--- src/rtl/regfile_write_arbiter_if.sv ---
`timescale 1ns/1ps
// regfile_write_arbiter_if
//   Bundles the two writeback requester handshakes and the register_file
//   write port driven by regfile_write_arbiter.
//   slave  : the arbiter (consumes requests, drives ready/write port/init_done)
//   master : the environment (drives requests, observes ready/write port)
//   Signals:
//     req0_valid/req0_rd/req0_data, req0_ready   requester 0 (ALU)
//     req1_valid/req1_rd/req1_data, req1_ready   requester 1 (load unit)
//     rf_we/rf_rd/rf_rd_data                      register_file write port
//     init_done                                   high while arbiter is in RUN
interface regfile_write_arbiter_if #(
    parameter int ADDR_W = 5,
    parameter int DATA_W = 32
);
    logic              req0_valid;
    logic              req0_ready;
    logic [ADDR_W-1:0] req0_rd;
    logic [DATA_W-1:0] req0_data;
    logic              req1_valid;
    logic              req1_ready;
    logic [ADDR_W-1:0] req1_rd;
    logic [DATA_W-1:0] req1_data;
    logic              rf_we;
    logic [ADDR_W-1:0] rf_rd;
    logic [DATA_W-1:0] rf_rd_data;
    logic              init_done;

    modport slave (
        input  req0_valid, req0_rd, req0_data,
        input  req1_valid, req1_rd, req1_data,
        output req0_ready, req1_ready,
        output rf_we, rf_rd, rf_rd_data, init_done
    );

    modport master (
        output req0_valid, req0_rd, req0_data,
        output req1_valid, req1_rd, req1_data,
        input  req0_ready, req1_ready,
        input  rf_we, rf_rd, rf_rd_data, init_done
    );
endinterface

--- src/rtl/regfile_write_arbiter.sv ---
`timescale 1ns/1ps
// regfile_write_arbiter
//   Owns the single write port of register_file. After reset (or a clear
//   pulse while running) it sweeps zero into every register, then arbitrates
//   round-robin between two writeback requesters with valid/ready handshakes.
//   Ports:
//     clk    in  rising-edge clock
//     rst    in  asynchronous active-high reset
//     clear  in  pulse: re-run the zero sweep (ignored during the sweep)
//     bus    slave side of regfile_write_arbiter_if (requests, write port,
//            init_done)
module regfile_write_arbiter #(
    parameter int NUM_REGS  = 32,
    parameter int ADDR_W    = 5,
    parameter int DATA_W    = 32,
    parameter int INIT_ZERO = 1
) (
    input  logic                    clk,
    input  logic                    rst,
    input  logic                    clear,
    regfile_write_arbiter_if.slave  bus
);
    typedef enum logic {
        S_INIT,
        S_RUN
    } state_t;

    localparam state_t            RST_STATE = (INIT_ZERO != 0) ? S_INIT : S_RUN;
    localparam logic              RST_DONE  = (INIT_ZERO == 0);
    localparam logic [ADDR_W-1:0] LAST_ADDR = ADDR_W'(NUM_REGS - 1);

    state_t            state, state_nxt;
    logic [ADDR_W-1:0] cnt, cnt_nxt;
    logic              last_grant, last_grant_nxt;   // 1: requester 1 won last
    logic              we_nxt;
    logic [ADDR_W-1:0] rd_nxt;
    logic [DATA_W-1:0] data_nxt;
    logic              done_nxt;

    logic clear_eff;
    logic accept_ok;
    logic grant0, grant1;

    // Clear only matters when a sweep exists to re-run.
    assign clear_eff = clear && (INIT_ZERO != 0);
    assign accept_ok = (state == S_RUN) && !clear_eff;

    // Round-robin: a lone requester always wins; on a tie the one that did
    // not win last time goes. Grants are mutually exclusive by construction.
    assign grant0 = bus.req0_valid && (!bus.req1_valid || last_grant);
    assign grant1 = bus.req1_valid && (!bus.req0_valid || !last_grant);

    assign bus.req0_ready = accept_ok && grant0;
    assign bus.req1_ready = accept_ok && grant1;

    // NOTE: every signal gets a default before the case so no path leaves it
    // unassigned; a missing default here would infer a latch.
    always_comb begin
        state_nxt      = state;
        cnt_nxt        = cnt;
        last_grant_nxt = last_grant;
        we_nxt         = 1'b0;
        rd_nxt         = bus.rf_rd;
        data_nxt       = bus.rf_rd_data;
        done_nxt       = bus.init_done;

        case (state)
            S_INIT: begin
                we_nxt   = 1'b1;
                rd_nxt   = cnt;
                data_nxt = '0;
                if (cnt == LAST_ADDR) begin
                    cnt_nxt   = '0;
                    state_nxt = S_RUN;
                    done_nxt  = 1'b1;
                end else begin
                    cnt_nxt = cnt + ADDR_W'(1);
                end
            end
            S_RUN: begin
                if (clear_eff) begin
                    state_nxt = S_INIT;
                    cnt_nxt   = '0;
                    done_nxt  = 1'b0;
                end else if (bus.req0_ready) begin
                    // Writes to x0 are accepted but never reach the file.
                    we_nxt         = (bus.req0_rd != '0);
                    rd_nxt         = bus.req0_rd;
                    data_nxt       = bus.req0_data;
                    last_grant_nxt = 1'b0;
                end else if (bus.req1_ready) begin
                    we_nxt         = (bus.req1_rd != '0);
                    rd_nxt         = bus.req1_rd;
                    data_nxt       = bus.req1_data;
                    last_grant_nxt = 1'b1;
                end
            end
            default: state_nxt = RST_STATE;
        endcase
    end

    // NOTE: state registers use non-blocking assignments so every flop samples
    // the pre-edge values regardless of statement order.
    always_ff @(posedge clk or posedge rst) begin
        if (rst) begin
            state          <= RST_STATE;
            cnt            <= '0;
            last_grant     <= 1'b1;
            bus.rf_we      <= 1'b0;
            bus.rf_rd      <= '0;
            bus.rf_rd_data <= '0;
            bus.init_done  <= RST_DONE;
        end else begin
            state          <= state_nxt;
            cnt            <= cnt_nxt;
            last_grant     <= last_grant_nxt;
            bus.rf_we      <= we_nxt;
            bus.rf_rd      <= rd_nxt;
            bus.rf_rd_data <= data_nxt;
            bus.init_done  <= done_nxt;
        end
    end
endmodule

--- src/flat_wrapper.sv ---
// flat-port wrapper written by rule: the top's interface ports become plain ports
module regfile_write_arbiter_flat 
#(
    parameter int NUM_REGS  = 32,
    parameter int ADDR_W    = 5,
    parameter int DATA_W    = 32,
    parameter int INIT_ZERO = 1
)
  (clk, rst, clear, bus_req0_valid, bus_req0_rd, bus_req0_data, bus_req1_valid, bus_req1_rd, bus_req1_data, bus_req0_ready, bus_req1_ready, bus_rf_we, bus_rf_rd, bus_rf_rd_data, bus_init_done);
  regfile_write_arbiter_if #(.ADDR_W(ADDR_W), .DATA_W(DATA_W)) bus_i ();
  input  logic clk;
  input  logic rst;
  input  logic clear;
  input wire logic [$bits(bus_i.req0_valid)-1:0] bus_req0_valid;
  input wire logic [$bits(bus_i.req0_rd)-1:0] bus_req0_rd;
  input wire logic [$bits(bus_i.req0_data)-1:0] bus_req0_data;
  input wire logic [$bits(bus_i.req1_valid)-1:0] bus_req1_valid;
  input wire logic [$bits(bus_i.req1_rd)-1:0] bus_req1_rd;
  input wire logic [$bits(bus_i.req1_data)-1:0] bus_req1_data;
  output wire logic [$bits(bus_i.req0_ready)-1:0] bus_req0_ready;
  output wire logic [$bits(bus_i.req1_ready)-1:0] bus_req1_ready;
  output wire logic [$bits(bus_i.rf_we)-1:0] bus_rf_we;
  output wire logic [$bits(bus_i.rf_rd)-1:0] bus_rf_rd;
  output wire logic [$bits(bus_i.rf_rd_data)-1:0] bus_rf_rd_data;
  output wire logic [$bits(bus_i.init_done)-1:0] bus_init_done;
  assign bus_i.req0_valid = bus_req0_valid;
  assign bus_i.req0_rd = bus_req0_rd;
  assign bus_i.req0_data = bus_req0_data;
  assign bus_i.req1_valid = bus_req1_valid;
  assign bus_i.req1_rd = bus_req1_rd;
  assign bus_i.req1_data = bus_req1_data;
  assign bus_req0_ready = bus_i.req0_ready;
  assign bus_req1_ready = bus_i.req1_ready;
  assign bus_rf_we = bus_i.rf_we;
  assign bus_rf_rd = bus_i.rf_rd;
  assign bus_rf_rd_data = bus_i.rf_rd_data;
  assign bus_init_done = bus_i.init_done;
  regfile_write_arbiter #(.NUM_REGS(NUM_REGS), .ADDR_W(ADDR_W), .DATA_W(DATA_W), .INIT_ZERO(INIT_ZERO)) u_core (.clk(clk), .rst(rst), .clear(clear), .bus(bus_i));
endmodule
--- config.mk ---
export PLATFORM = sky130hd
export DESIGN_NAME = regfile_write_arbiter_flat
export DESIGN_NICKNAME = d
export VERILOG_FILES = /design/src/rtl/regfile_write_arbiter_if.sv /design/src/rtl/regfile_write_arbiter.sv /design/src/flat_wrapper.sv
export SDC_FILE = /design/constraint.sdc
export NUM_CORES = 1
export LEC_CHECK = 0
export ABC_AREA = 1
export BUFFER_PORTS_ARGS = -buffer_cell sky130_fd_sc_hd__buf_2
export CAP_MARGIN = 15
export CORE_MARGIN = 3
export CORE_UTILIZATION = 23
export DETAILED_ROUTE_END_ITERATION = 7
export PLACE_DENSITY = 0.53
export SLEW_MARGIN = 5
export SYNTH_ARGS = -nofsm -noshare
export SYNTH_HDL_FRONTEND = slang
export SYNTH_SLANG_ARGS = --single-unit
--- constraint.sdc ---
create_clock -name clk -period 2.2 [get_ports clk]
set_input_delay 0.44 -clock clk [delete_from_list [all_inputs] [get_ports clk]]
set_output_delay 0.44 -clock clk [all_outputs]
set_load 0.05 [all_outputs]
==> results summary, run 1 <==
The flow ran to the end, and the final reports show no timing, DRC or antenna violations. In this run the horizontal extent of the chip is 110.1 um. The floorplan core area came out at between 10000 and 15000 sq um. The power consumption came out at roughly 2800 uW. The largest net degree at the start of global routing came out at 38. The detailed router's first-iteration violation count came out at 137.

The fraction of post-synthesis cell area in the top cell type by area came out at 0.4516. The via count of the routed design came out at 2554. The initial utilization of the core area, before any placement, comes to 0.2394.

The number of port buffers is 119. STA puts the critical path data arrival time at 1650 ps. The end-of-flow core utilization is 0.3222. Of all cell types, the one taking the most synthesized area is sky130_fd_sc_hd__dfrtp_1. The launch point of the critical path is u_core.last_grant. TritonCTS built the clock tree. The worst register-to-register path begins at u_core.last_grant. The worst setup path is launched from a flip-flop. For this run, the register share of the synthesized area comes to 0.4621. The worst IR drop on VDD came out at 0.5077 mV.

The relative slew slack is 0.5981. In the routed design, unresolved DRC markers number 0. The count of nets left with antenna violations once routing finished came out at 0. The cell sitting at the root of the clock tree is a sky130_fd_sc_hd__clkbuf_8. Setup violations remaining at the end of the flow were counted as 0. At the end of routability-driven placement, the weighted congestion stood at 0.7940. The worst hold margin came out at 164.6 ps. The number of nets in the layout is around 560. The final setup skew is 7.063 ps.

The smallest clock period supported by the final layout is computed as 2091 ps. Of the available clock period, the critical path in the final layout requires 0.9504. The post-detailed-route wirelength per cell came out at 11.54 um. In this run the worst hold path is classified as input port to asynchronous set/reset pin. The global-route wire length before repair is 11450 um. The source-to-sink clock delay at the later pin of the worst-skew pair is 290 ps.

The worst path required time is 1760 ps. Synthesis handed over a netlist of 360 instances. The count of maximum capacitance violations came out at 0.

By startpoint and endpoint, the worst setup path is classified as flip-flop to output pin. The largest driver fanout on the critical path came out at 17. Buffers inserted to repair hold after CTS numbered 0. The initial antenna violation count is 0. Setup repair after global routing left no endpoint under its margin. Summed over all cells, the static leakage comes to 0.002131 uW. Derived from the worst setup path, the maximum achievable clock frequency is 0.4783 GHz. The number of distinct library cells after synthesis is 21. The floorplan step set the die height to about 110 um. The number of antenna cells inserted came out at 0. The total overflow reported by the global router came out at 0. The number of detailed-route iterations in the first pass is 4.

After legalization and detailed placement, the total HPWL measured 5457 um. For the pin with the worst max-slew slack, the measured transition is 602.2 ps. The vias per cell is ~4.2. The total power divided by cell area came out at about 830 nW/um^2. The worst setup path is captured at an output pin. The most common cell after layout, fill and taps aside is sky130_fd_sc_hd__nand2_1. The fraction of final layout cells with drive strength greater than 1 is 0.2929. The global routing usage summed across all routing layers is 0.1180. The full die area came out at 12130 sq um. The H-tree depth reported by CTS came out at 2.

The maximum number of buffers from clock root to sink came out at 2. The aggregate negative setup slack is 0 ps. Setup slack on the worst reg-to-reg path comes out at 350 ps. The count of warnings emitted by yosys is 0.

The total clock sinks is 46. The number of global-route vias before repair came to 2487. In the layout the commonest cells are sky130_fd_sc_hd__nand2_1 (177), sky130_fd_sc_hd__buf_2 (118), sky130_fd_sc_hd__inv_1 (52). The number of CTS-inserted buffers came out at 5. The detailed-route wire length is ~7100 um.

The final count of pins violating max slew came to 0. After clock tree synthesis, the clock-pin slew on the worst setup and hold paths is 90 ps. The number of nets in the synthesized netlist is 441. The average footprint of a synthesized cell came out at 6.927 sq um. The synthesized netlist occupies a cell area of 2494 sq um. The number of primary I/O pins came out at 120. In this run the core area contains 37 standard-cell rows. Synthesis inferred 46 register bits. Ranked by total cell area, the synthesized netlist is headed by sky130_fd_sc_hd__dfrtp_1 (45%), sky130_fd_sc_hd__nand2_1 (27%), sky130_fd_sc_hd__inv_1 (8.0%), sky130_fd_sc_hd__nand3_1 (7.6%), sky130_fd_sc_hd__nand4_1 (1.5%). The count of final hold-check violations came out at 0. The synthesis-to-finish area growth came out at 34.57%.
==> cells in the mapped netlist <==
cell,count
sky130_fd_sc_hd__a21oi_1,4
sky130_fd_sc_hd__a22o_1,1
sky130_fd_sc_hd__a32o_1,1
sky130_fd_sc_hd__buf_2,7
sky130_fd_sc_hd__buf_4,4
sky130_fd_sc_hd__clkbuf_1,5
sky130_fd_sc_hd__dfrtp_1,45
sky130_fd_sc_hd__dfstp_2,1
sky130_fd_sc_hd__ha_1,2
sky130_fd_sc_hd__inv_1,53
sky130_fd_sc_hd__inv_2,2
sky130_fd_sc_hd__nand2_1,177
sky130_fd_sc_hd__nand3_1,38
sky130_fd_sc_hd__nand3_4,1
sky130_fd_sc_hd__nand4_1,6
sky130_fd_sc_hd__nor2_1,6
sky130_fd_sc_hd__nor2_8,1
sky130_fd_sc_hd__nor3_1,1
sky130_fd_sc_hd__o21ai_0,3
sky130_fd_sc_hd__o22ai_1,1
sky130_fd_sc_hd__xor2_1,1
==> layout make-up <==
class / count / area (sq um)
Fill cell: 1154 / 7061
Sequential cell: 46 / 1152
Multi-Input combinational cell: 243 / 1054
Timing Repair Buffer: 126 / 663.1
Inverter: 55 / 206.4
Tap cell: 136 / 170.2
Clock buffer: 6 / 72.57
Clock inverter: 2 / 37.54
==> worst max-delay path: stages (launching register included) <==
cell	delay, ps
sky130_fd_sc_hd__dfstp_2	540
sky130_fd_sc_hd__inv_1	50
sky130_fd_sc_hd__nand2_1	190
sky130_fd_sc_hd__nand3_4	90
sky130_fd_sc_hd__buf_4	210
sky130_fd_sc_hd__inv_2	70
sky130_fd_sc_hd__clkbuf_4	220
==> logic make-up (layout without fill, tap and decap cells) <==
logic type / count (synthesis) / after routing / share of synthesized area
buffers and inverters: 71 / 189 / 0.1164
AO/OA/AOI/OAI: 10 / 10 / 0.02409
XOR/XNOR: 1 / 1 / 0.003513
adder cells (fa/ha/maj): 2 / 2 / 0.01003
AND/OR/NAND/NOR: 230 / 230 / 0.3838
flip-flops: 46 / 46 / 0.4621
==> worst paths after layout <==
check	cells after the start	endpoint
worst min register to register	2	u_core.bus.rf_rd_data[14]
worst max register to register	9	u_core.bus.rf_we
min in group clk	2	u_core.bus.init_done
worst min-delay path	2	u_core.bus.rf_rd[3]
max in group asynchronous	3	u_core.bus.rf_rd_data[4]
worst max-delay path	6	bus_req0_ready
==> per-stage QoR <==
stage	instances	setup slack, ps	cell area, sq um
after floorplan	360	278.2	2494
after global placement	606	316.7	3243
after detailed placement	606	257.9	3243
after CTS	614	56.81	3353
after global routing	614	10.78	3356
final	614	109.2	3356
==> metal layers <==
layer	vias to the layer above	wire, um	GRT usage
met4	0	40	0.02111
met2	74	3372	0.2041
met3	4	459	0.02213
met1	1160	3213	0.1551
met5	-	0	0
li1	1316	-	-
==> what timing repair did <==
| item | 4_1_cts | 5_1_grt |
|---|---|---|
| buffers inserted | 0 | 0 |
| resized for setup | 0 | 1 |
| setup endpoints to repair | 0 | 1 |
==> report_power, final <==
| group | switching, uW | total [uW] | internal (uW) |
|---|---|---|---|
| Clock | 289 | 628 | 339 |
| Sequential | 118 | 1130 | 1010 |
| Combinational | 716 | 1030 | 314 |
==> flip-flops by register name (all words and copies together), names as in the netlist <==
register / count
u_core.cnt: 5
u_core.state: 1
u_core.last_grant: 1
u_core.bus.rf_rd: 5
u_core.bus.rf_rd_data: 32
u_core.bus.init_done: 1
u_core.bus.rf_we: 1
Note: power is estimated with default switching activity, not from simulation.
==> inputs of run 2 (changes only) <==
- CORE_ASPECT_RATIO: default -> 0.5
==> results summary, run 2 (synthesis gave the netlist of run 1 again) <==
Outcome: finished clean (unchanged). The global-route wire length before repair is 11850 um (was 11450 um). The global routing usage summed across all routing layers is 0.1188 (was 0.1180).

The number of global-route vias before repair was 2417 (was 2487). The fraction of final layout cells with drive strength greater than 1 is 0.2958 (was 0.2929). The most common cell after layout, fill and taps aside is sky130_fd_sc_hd__nand2_1 (unchanged). The clock root buffer is sky130_fd_sc_hd__clkbuf_16 (was sky130_fd_sc_hd__clkbuf_8). The clock tree from TritonCTS is yes (unchanged). The routed metal-1 wirelength is 3200 um (was 3213 um). The H-tree depth reported by CTS is 2 (unchanged). The global placement routability congestion was 0.7498 (was 0.7940). The total placed instance area came to 3251 sq um (was 3243 sq um). The detailed-route wire length came out at 7171 um (was 7086 um). The total of hold buffers inserted after clock tree synthesis is 0 (unchanged). The number of CTS-inserted buffers came out at 5 (unchanged). The synthesis-to-finish area growth is 36.28% (was 34.57%). The post-detailed-route wirelength per cell came out at 11.57 um (was 11.54 um). The maximum number of buffers from clock root to sink came out at 2 (unchanged). The floorplan core area came out at 10380 sq um (was 10420 sq um). The wire length on met2 is 3626 um (was 3372 um). The via count of the routed design came out at 2569 (was 2554). The clock-pin slew of the registers on the worst-case setup and hold paths is 60 ps (was 90 ps). The setup-violating endpoint count in the final report is 0 (unchanged). The setup slack of the most critical reg-to-reg path is 590 ps (was 350 ps). The path class of the lowest-slack min-delay path is input port to asynchronous set/reset pin (unchanged). The register with the most flip-flops is u_core.bus.rf_rd_data (unchanged). The total overflow reported by the global router came out at 0 (unchanged). The number of detailed-route iterations in the first pass was 4 (unchanged). The relative slew slack came out at 0.6990 (was 0.5981). The kind of start point of the critical path is a flip-flop (unchanged).

The post-CTS setup buffer count is 0 (unchanged). The critical path capture point type is an output pin (unchanged). The final critical-path required period is 1956 ps (was 2091 ps). The number of primary I/O pins was 120 (unchanged). The maximum clock frequency is 0.5111 GHz (was 0.4783 GHz).

The worst hold margin is 152.1 ps (was 164.6 ps). The initial antenna violation count came out at 0 (unchanged). The source-to-sink clock delay at the later pin of the worst-skew pair is 290 ps (about the same). The detailed-routed wire length on met3 came out at 292 um (was 459 um). The count of filler cells inserted in the layout came out at 1145 (was 1154). The depth of the worst register-to-register path came out at 8 (was 9). The final design area excluding fillers is 3398 sq um (was 3356 sq um). The remaining antenna violation count was 0 (unchanged). The kind of critical path is flip-flop to output pin (unchanged). The number of port buffers is 119 (unchanged). The launch point of the critical path was u_core.last_grant (unchanged).

Cell chain of the critical path: inv_1, nand2_1, nand3_4, inv_2, buf_2 (was inv_1, nand2_1, nand3_4, buf_4, inv_2, clkbuf_4). The cell type of the slowest stage on the worst timing path is sky130_fd_sc_hd__dfstp_2 (unchanged). The number of antenna cells inserted came out at 0 (unchanged). The final count of pins violating max slew came out at 0 (unchanged).

The data arrival time of the worst path came out at 1520 ps (was 1650 ps). The HPWL after detailed placement came out at 5651 um (was 5457 um). The final period utilization came out at 0.8893 (was 0.9504). The full die area came out at 12200 sq um (was 12130 sq um). Registers with the most flip-flops: u_core.bus.rf_rd_data x32, u_core.bus.rf_rd x5, u_core.cnt x5 (unchanged). The number of standard cells in the layout, taps in and fillers out came out at 620 (was 614). The largest net degree at the start of global routing came to 33 (was 38). The end-of-flow core utilization came to 0.3275 (was 0.3222).

The worst IR drop on VDD is 0.3821 mV (was 0.5077 mV). The number of placement rows came to 26 (was 37). Leading cell types in the layout, fill and taps excluded: sky130_fd_sc_hd__nand2_1 (177), sky130_fd_sc_hd__buf_2 (119), sky130_fd_sc_hd__inv_1 (52) (was sky130_fd_sc_hd__nand2_1 (177), sky130_fd_sc_hd__buf_2 (118), sky130_fd_sc_hd__inv_1 (52)). The vias per cell came out at 4.144 (was 4.160).

The total power divided by cell area is 861.4 nW/um^2 (was 829.5 nW/um^2). The die width is 153.3 um (was 110.1 um). The largest driver fanout on the critical path came out at 6 (was 17).

The flip-flop count of the largest register after layout came out at 32 (unchanged). The count of final hold-check violations is 0 (unchanged). The count of cells resized by post-cts repair came to 0 (unchanged). The post-route DRC violation count came to 0 (unchanged). The detailed router's first-iteration violation count came out at 133 (was 137).

The effective utilization at floorplan is 0.2403 (was 0.2394). The total clock sinks is 46 (unchanged). The worst path required time is 1760 ps (about the same).

The start of the worst register-to-register path is u_core.state (was u_core.last_grant). The slew at the pin with the worst max-slew slack came out at 450.8 ps (was 602.2 ps). The count of maximum capacitance violations came out at 0 (unchanged). The aggregate negative setup slack came out at 0 ps (unchanged). The biggest cell delay along the critical path is 530 ps (was 540 ps). The static leakage is 0.002161 uW (was 0.002131 uW).

The worst flop-to-flop path endpoint was u_core.bus.rf_rd_data[4] (was u_core.bus.rf_we). The number of placed cells counting well taps came out at 612 (was 606). The vertical die dimension is 79.63 um (was 110.1 um). The number of nets in the layout came out at 560 (was 558). The highest layer used for signal routing was met4 (unchanged). The final setup skew came out at 4.082 ps (was 7.063 ps).

Setup repair after global routing missed its margin: no (unchanged).
==> run 2: cell count changes in the layout (fill, tap and decap cells not counted) <==
cell                         change
sky130_fd_sc_hd__clkbuf_16       +5
sky130_fd_sc_hd__buf_12          -1
sky130_fd_sc_hd__buf_4           +3
sky130_fd_sc_hd__buf_2           +1
sky130_fd_sc_hd__clkinvlp_4      -1
sky130_fd_sc_hd__clkbuf_8        -4
sky130_fd_sc_hd__bufinv_16       -1
sky130_fd_sc_hd__clkbuf_4        -1
sky130_fd_sc_hd__clkinv_2        +1
==> run 2: area by class of cell <==
type	count	area, sq um	area share
clock inverters	1	5.005	0.001473
inverters	55	206.4	0.06075
well taps	140	175.2	0.05155
repair buffers	128	663.1	0.1951
clock buffers	7	142.6	0.04197
multi-input cells	243	1054	0.3100
flip-flops and latches	46	1152	0.3391
==> run 2: how the worst max path moves through the flow <==
stage / end / slack [ps] / cells past startpoint
floorplan: u_core.bus.rf_rd[0] / 280 / 7
global placement: bus_req1_ready / 510 / 5
detailed placement: bus_req1_ready / 490 / 5
CTS: bus_req0_ready / 230 / 5
global route: bus_req0_ready / 140 / 5
finish: bus_req0_ready / 240 / 5
==> run 2: metrics by stage <==
stage	worst slack [ps]	power [uW]
final	243.5	2927
after global routing	136.1	3134
after CTS	225.8	2985
after detailed placement	493.9	2192
after global placement	507.0	2190
after floorplan	278.2	1880
==> run 2: worst max-delay path, delay by kind of cell, from the launching register on <==
| family | cells | cell delay [ps] |
|---|---|---|
| AND/OR/NAND/NOR | 2 | 320 |
| buffers and inverters | 3 | 380 |
| flip-flops | 1 | 530 |
==> run 2: routing by layer <==
metal / vias to the layer above / global-route usage
met4: 0 / 0.02756
met5: - / 0
met1: 1195 / 0.1464
met2: 46 / 0.2158
met3: 5 / 0.02436
li1: 1323 / -
==> run 2: power breakdown <==
part | internal [uW] | total [uW] | switching, uW
clock | 451 | 772 | 321
sequential | 1010 | 1120 | 109
combinational | 309 | 1040 | 728
